[config.mk]
export PLATFORM = sky130hd
export DESIGN_NAME = maxpool_seq
export DESIGN_NICKNAME = d
export VERILOG_FILES = /design/src/rtl/maxpool_seq_pkg.sv /design/src/rtl/maxpool_seq_max.sv /design/src/rtl/maxpool_seq.sv
export SDC_FILE = /design/constraint.sdc
export NUM_CORES = 1
export LEC_CHECK = 0
export CAP_MARGIN = 20
export CORE_UTILIZATION = 56
export DETAILED_ROUTE_END_ITERATION = 12
export GPL_ROUTABILITY_DRIVEN = 0
export HOLD_SLACK_MARGIN = 0.15
export PLACE_DENSITY = 0.91
export SYNTH_ARGS = -nofsm -noshare
export SYNTH_HDL_FRONTEND = slang
export SYNTH_HIERARCHICAL = 1
export SYNTH_SLANG_ARGS = --single-unit
[constraint.sdc]
create_clock -name clk -period 3.9 [get_ports clk]
set_input_delay 0.585 -clock clk [delete_from_list [all_inputs] [get_ports clk]]
set_output_delay 0.585 -clock clk [all_outputs]
set_load 0.02 [all_outputs]
[src/rtl/maxpool_seq_pkg.sv]
// Shared fp32 types, sequencer state encoding and ordering helpers for the TPU vector path.
package tpu_pkg;

   typedef logic [31:0] fp32_t;

   typedef enum logic [1:0] {
      IDLE   = 2'd0,
      ACCUM  = 2'd1,
      OUTPUT = 2'd2
   } maxpool_state_t;

   localparam fp32_t FP32_NEG_INF = 32'hFF80_0000;
   localparam fp32_t FP32_ZERO    = 32'h0000_0000;

   function automatic logic fp32_is_nan(input fp32_t x);
      return (x[30:23] == 8'hFF) && (x[22:0] != 23'd0);
   endfunction

   // Maps sign-magnitude fp32 onto an unsigned key so that -0 < +0 and -inf is smallest.
   function automatic logic [31:0] fp32_key(input fp32_t x);
      return x[31] ? ~x : (x | 32'h8000_0000);
   endfunction

endpackage

[src/rtl/maxpool_seq_max.sv]
// Combinational fp32 max: NaN on either side propagates (inputA first); on equality inputA is returned.
module max
   import tpu_pkg::*;
(
   input  fp32_t inputA,
   input  fp32_t inputB,
   output fp32_t result
);

   always_comb begin
      if (fp32_is_nan(inputA))
         result = inputA;
      else if (fp32_is_nan(inputB))
         result = inputB;
      else if (fp32_key(inputB) > fp32_key(inputA))
         result = inputB;
      else
         result = inputA;
   end

endmodule

[src/rtl/maxpool_seq.sv]
// Streaming fp32 max-pool sequencer: one comparison per accepted element, one result per window.
// Define MAXPOOL_ARGMAX_EN to add the out_idx port reporting the winning element position.
//
// state  | meaning
// IDLE   | one dead cycle after reset release, in_ready low
// ACCUM  | accepting elements, folding each into acc
// OUTPUT | holding the window maximum until out_ready
module maxpool_seq
   import tpu_pkg::*;
#(
   parameter int LEN_W  = 8,
   parameter int DATA_W = 32
) (
   input  logic              clk,
   input  logic              rst,
   input  logic [LEN_W-1:0]  cfg_len,
   input  logic              in_valid,
   output logic              in_ready,
   input  logic [DATA_W-1:0] in_data,
   output logic              out_valid,
   input  logic              out_ready,
   output logic [DATA_W-1:0] out_data,
   output logic              busy,
   output logic [LEN_W-1:0]  count
`ifdef MAXPOOL_ARGMAX_EN
   ,
   output logic [LEN_W-1:0]  out_idx
`endif
);

   maxpool_state_t   state;
   fp32_t            acc;
   fp32_t            max_out;
   fp32_t            acc_nxt;
   logic [LEN_W-1:0] len_q;
   logic [LEN_W-1:0] len_eff;
   logic [LEN_W-1:0] cnt_nxt;
   logic             first;
   logic             last;
   logic             accept;

   max u_max (
      .inputA (acc),
      .inputB (in_data),
      .result (max_out)
   );

   assign accept = in_valid && in_ready;

   always_comb begin
      len_eff = (cfg_len == '0) ? LEN_W'(1) : cfg_len;
      first   = (count == '0);
      acc_nxt = first ? in_data : max_out;
      cnt_nxt = count + LEN_W'(1);
      last    = first ? (len_eff == LEN_W'(1)) : (cnt_nxt == len_q);
   end

   always_ff @(posedge clk or posedge rst) begin
      if (rst) begin
         state     <= IDLE;
         acc       <= FP32_ZERO;
         count     <= '0;
         len_q     <= '0;
         out_valid <= 1'b0;
         out_data  <= FP32_ZERO;
         in_ready  <= 1'b0;
         busy      <= 1'b0;
      end else begin
         case (state)
            IDLE: begin
               state    <= ACCUM;
               in_ready <= 1'b1;
            end
            ACCUM: begin
               if (accept) begin
                  acc   <= acc_nxt;
                  count <= cnt_nxt;
                  busy  <= 1'b1;
                  if (first)
                     len_q <= len_eff;
                  if (last) begin
                     state     <= OUTPUT;
                     in_ready  <= 1'b0;
                     out_valid <= 1'b1;
                     out_data  <= acc_nxt;
                  end
               end
            end
            OUTPUT: begin
               if (out_ready) begin
                  state     <= ACCUM;
                  out_valid <= 1'b0;
                  in_ready  <= 1'b1;
                  count     <= '0;
                  busy      <= 1'b0;
               end
            end
            default: begin
               state    <= IDLE;
               in_ready <= 1'b0;
            end
         endcase
      end
   end

`ifdef MAXPOOL_ARGMAX_EN
   // A later element takes the index only if it strictly beats acc, so ties keep the earlier one.
   always_ff @(posedge clk or posedge rst) begin
      if (rst)
         out_idx <= '0;
      else if (state == ACCUM && accept) begin
         if (first)
            out_idx <= '0;
         else if (max_out != acc)
            out_idx <= count;
      end
   end
`endif

endmodule
==> summary.md <==
| Metric | Value |
|---|---|
| Outcome | `completed` |
| PortBufs | `86` |
| CTS Buf Count | `9` |
| Vias in the first global route | `approximately 5000` |
| Core area | `10320 um2` |
| # DRC | `0` |
| Fillers | `723` |
| H-tree depth | `3` |
| Maximum VDD drop | `0.4339 mV` |
| Main synth FF type | `dfrtp_1` |
| Antenna fix cells | `0` |
| Top-count cell post-synth | `dfrtp_1` |
| CP Cell Sequence | `clkdlybuf4s50_1, xor2_1, ha_1, nand4_1, nor4_1, a22oi_1, o2111ai_1, o31a_2, buf_12, mux2_4, mux2i_1, o21ai_0` |
| Largest net degree at the start of global routing | `65` |
| Share of the synthesized area in the top cell type | `a little over a third` |
| DR vias | `approximately 4900` |
| Pre-CTS setup slack | `0.008052 ns` |
| CTS Sinks | `85` |
| Mean post-synth cell area | `just over 10 um2` |
| Routed Wire Length | `14830 um` |
| First-pass GRT wire length | `approximately 25000 um` |
| Met1 Track Usage GR | `35.40%` |
| Initial DRC count | `between 200 and 300` |
| Synth top area cells | `dfrtp_1 (36%), mux2_4 (7.6%), ha_1 (7.2%)` |
| Clk_skew | `roughly 0.014 ns` |
| Fin util | `between 60 and 70%` |
| Fin worst setup slack | `0.3075 ns` |
| Final ANT Viol Nets | `0` |
| Layout cell share with drive strength beyond 1 | `between 15 and 20%` |
| Worst Min Path Start | `busy` |
| YS warnings | `6` |
| Met2 Resource Use GR | `~47%` |
| Final setup TNS | `0 ns` |
| Worst setup path startpoint | `in_data[27]` |
| Worst-skew pair later-pin latency | `0.37 ns` |
| Dpl hpwl | `about 10000 um` |
| Crit. End Element | `register` |
| Initial antenna violation count | `0` |
| Setup CP Type | `input port to register` |
| Synth-to-layout area growth | `19.52%` |
| Core Rows | `37` |
| Vias per cell | `approximately 6` |
| Clock slew at reported path FFs | `approximately 0.090 ns` |
| Worst R2R Start | `acc[31]` |
| TritonCTS clock tree | `done` |
| I/O Pins | `87` |
| Busiest grt layer | `met2` |
| Nets | `~740` |
| DIE HEIGHT | `roughly 100 um` |
| CP max stage delay | `between 0.5 and 0.6 ns` |
| Commonest cells in the netlist | `dfrtp_1 (85), nand2_1 (62), a21oi_1 (56), o21ai_0 (49), xnor2_1 (38)` |
| WP data arrival | `approximately 3.8 ns` |
| Pwr/cell area | `860.8 nW/um2` |
| Cts repair resizes | `0` |
| Die Wd | `between 100 and 150 um` |
| Total die area | `about 11000 um2` |
| Total gr overflow | `0` |
| # Post-CTS Setup Buffers | `0` |
| Slew Viols, Final | `0` |
| Gr usage total | `27.87%` |
| Worst relative slew slack | `about half` |
| Unrepaired setup endpoints after global routing | `no` |
| Ys async rst share | `100.0%` |
| Worst Tran Pin Value | `approximately 0.73 ns` |
| EDFF count, synth | `0` |
| Total power | `0.006108 W` |
| Register bit total from synthesis | `between 80 and 90` |
| CP bufs+invs | `2` |
| Post-cts hold buffer count | `0` |
| Classification of the worst-slack hold path | `register to register` |
| CP top delay family | `compound AO/OA/AOI/OAI gates` |
| Final Hold Viols | `0` |
| Worst setup SP type | `input port` |
| Highest Clock Rate | `approximately 280 MHz` |
| Clk buf depth | `2` |
| Distinct cells, synth | `56` |
| CTS root buffer | `clkbuf_8` |
| Syn nets | `665` |
| Min cycle time layout | `around 3.6 ns` |
| Initial Util | `a little under three fifths` |
| Final setup vio count | `0` |
| Max Cap Viol | `0` |
| Seq/Total Area, Yosys | `between 30% and 40%` |
| Area leader, netlist | `dfrtp_1` |
| Routed len/inst | `~18 um` |
| GR Util met3 | `5.240%` |
| Leak | `3.118 nW` |
| Tcrit/Tclk final | `roughly 92%` |
| Fin Hold WS | `~0.48 ns` |
| Worst EP required | `roughly 4 ns` |
| Post-Syn Instances | `approximately 590` |
| First-pass DRT Iterations | `5` |
| Critical-path cell with the highest stage delay | `nor4_1` |
| Syn Std Cell Area | `5937 um2` |
| Critical path fanouts, max | `19` |
## final cells by class
class / instances / area, um2 / share of cell area (%)
clock buffer: 9 / 123.9 / 1.746
clock inverter: 7 / 75.07 / 1.058
inverter: 7 / 27.53 / 0.3879
multi-input combinational: 458 / 3536 / 49.83
sequential: 85 / 2127 / 29.98
tap: 136 / 170.2 / 2.398
timing repair buffer: 105 / 1036 / 14.60
## routing by layer
metal	vias up	part of all wire, %	wire, um
li1	2256	-	-
met2	167	49	7324
met4	0	2.2	332
met3	31	4.8	719
met1	2405	44	6451
met5	-	0	0
## worst reg2reg max path: cells and delay by family (launching register included)
family / cells / cell delay (ns)
compound gates: 4 / 0.89
xor+xnor: 1 / 0.18
fa+ha+maj: 1 / 0.32
buf+inv: 2 / 0.42
flops: 1 / 0.38
mux: 2 / 0.61
simple gates: 2 / 0.48
## kinds of logic (layout without fill, tap and decap cells)
| logic type | Yosys count | in the layout | share of synthesized area [%] |
|---|---|---|---|
| AND/OR/NAND/NOR | 128 | 128 | 10.96 |
| AO/OA/AOI/OAI | 153 | 153 | 16.08 |
| XOR/XNOR | 72 | 72 | 10.62 |
| buffers and inverters | 44 | 128 | 4.657 |
| multiplexers | 71 | 71 | 14.69 |
| adder cells (fa/ha/maj) | 34 | 34 | 7.165 |
| flip-flops | 85 | 85 | 35.83 |
## placed cells by master, fill, tap and decap left out, drive strengths merged, types with 2 or more instances in the layout
cell           Yosys  layout
clkbuf            16       9
nor4              13      13
o31ai              5       5
or3                2       2
a21o               2       2
or4                2       2
o21ai             49      49
clkdlybuf4s50      0      85
mux2i             32      32
nor3               5       5
nor2              10      10
dfrtp             85      85
xnor2             38      38
buf               21      20
and2               2       2
a221o              3       3
o21a               4       4
ha                34      34
o31a               2       2
xor2              34      34
nand4             15      15
a21oi             76      76
nand2             62      62
nand2b             3       3
mux2              39      39
a211oi             2       2
inv                7       7
clkinvlp           0       3
and3               5       5
nand3              6       6
clkinv             0       3
## state kept, by name, summed over array words and instances, names as in the netlist
signal     count
count          8
state          2
out_data      32
in_ready       1
acc           32
len_q          8
out_valid      1
busy           1
## metrics by stage
stage                     instances  instance area [um2]
final                           807                 7096
after global routing            807                 7096
after CTS                       806                 7076
after detailed placement        790                 6877
after global placement          790                 6877
after floorplan                 587                 5937
## report_power, final
group | total [W] | leakage [nW] | switching, W | internal [W]
registers | 0.00163 | 1.08 | 0.000379 | 0.00125
clock network | 0.000644 | 0.0918 | 0.000347 | 0.000298
logic | 0.00383 | 1.95 | 0.00195 | 0.00188
## worst paths after layout
kind,endpoint,slack (ns),cells past startpoint
max,acc[13],0.31,12
min reg2reg,busy,0.48,2
max in group asynchronous,acc[25],2.62,4
min in group asynchronous,state[1],0.53,2
min,busy,0.48,2
max reg2reg,acc[13],0.47,12
(Power assumes the default switching activity.)
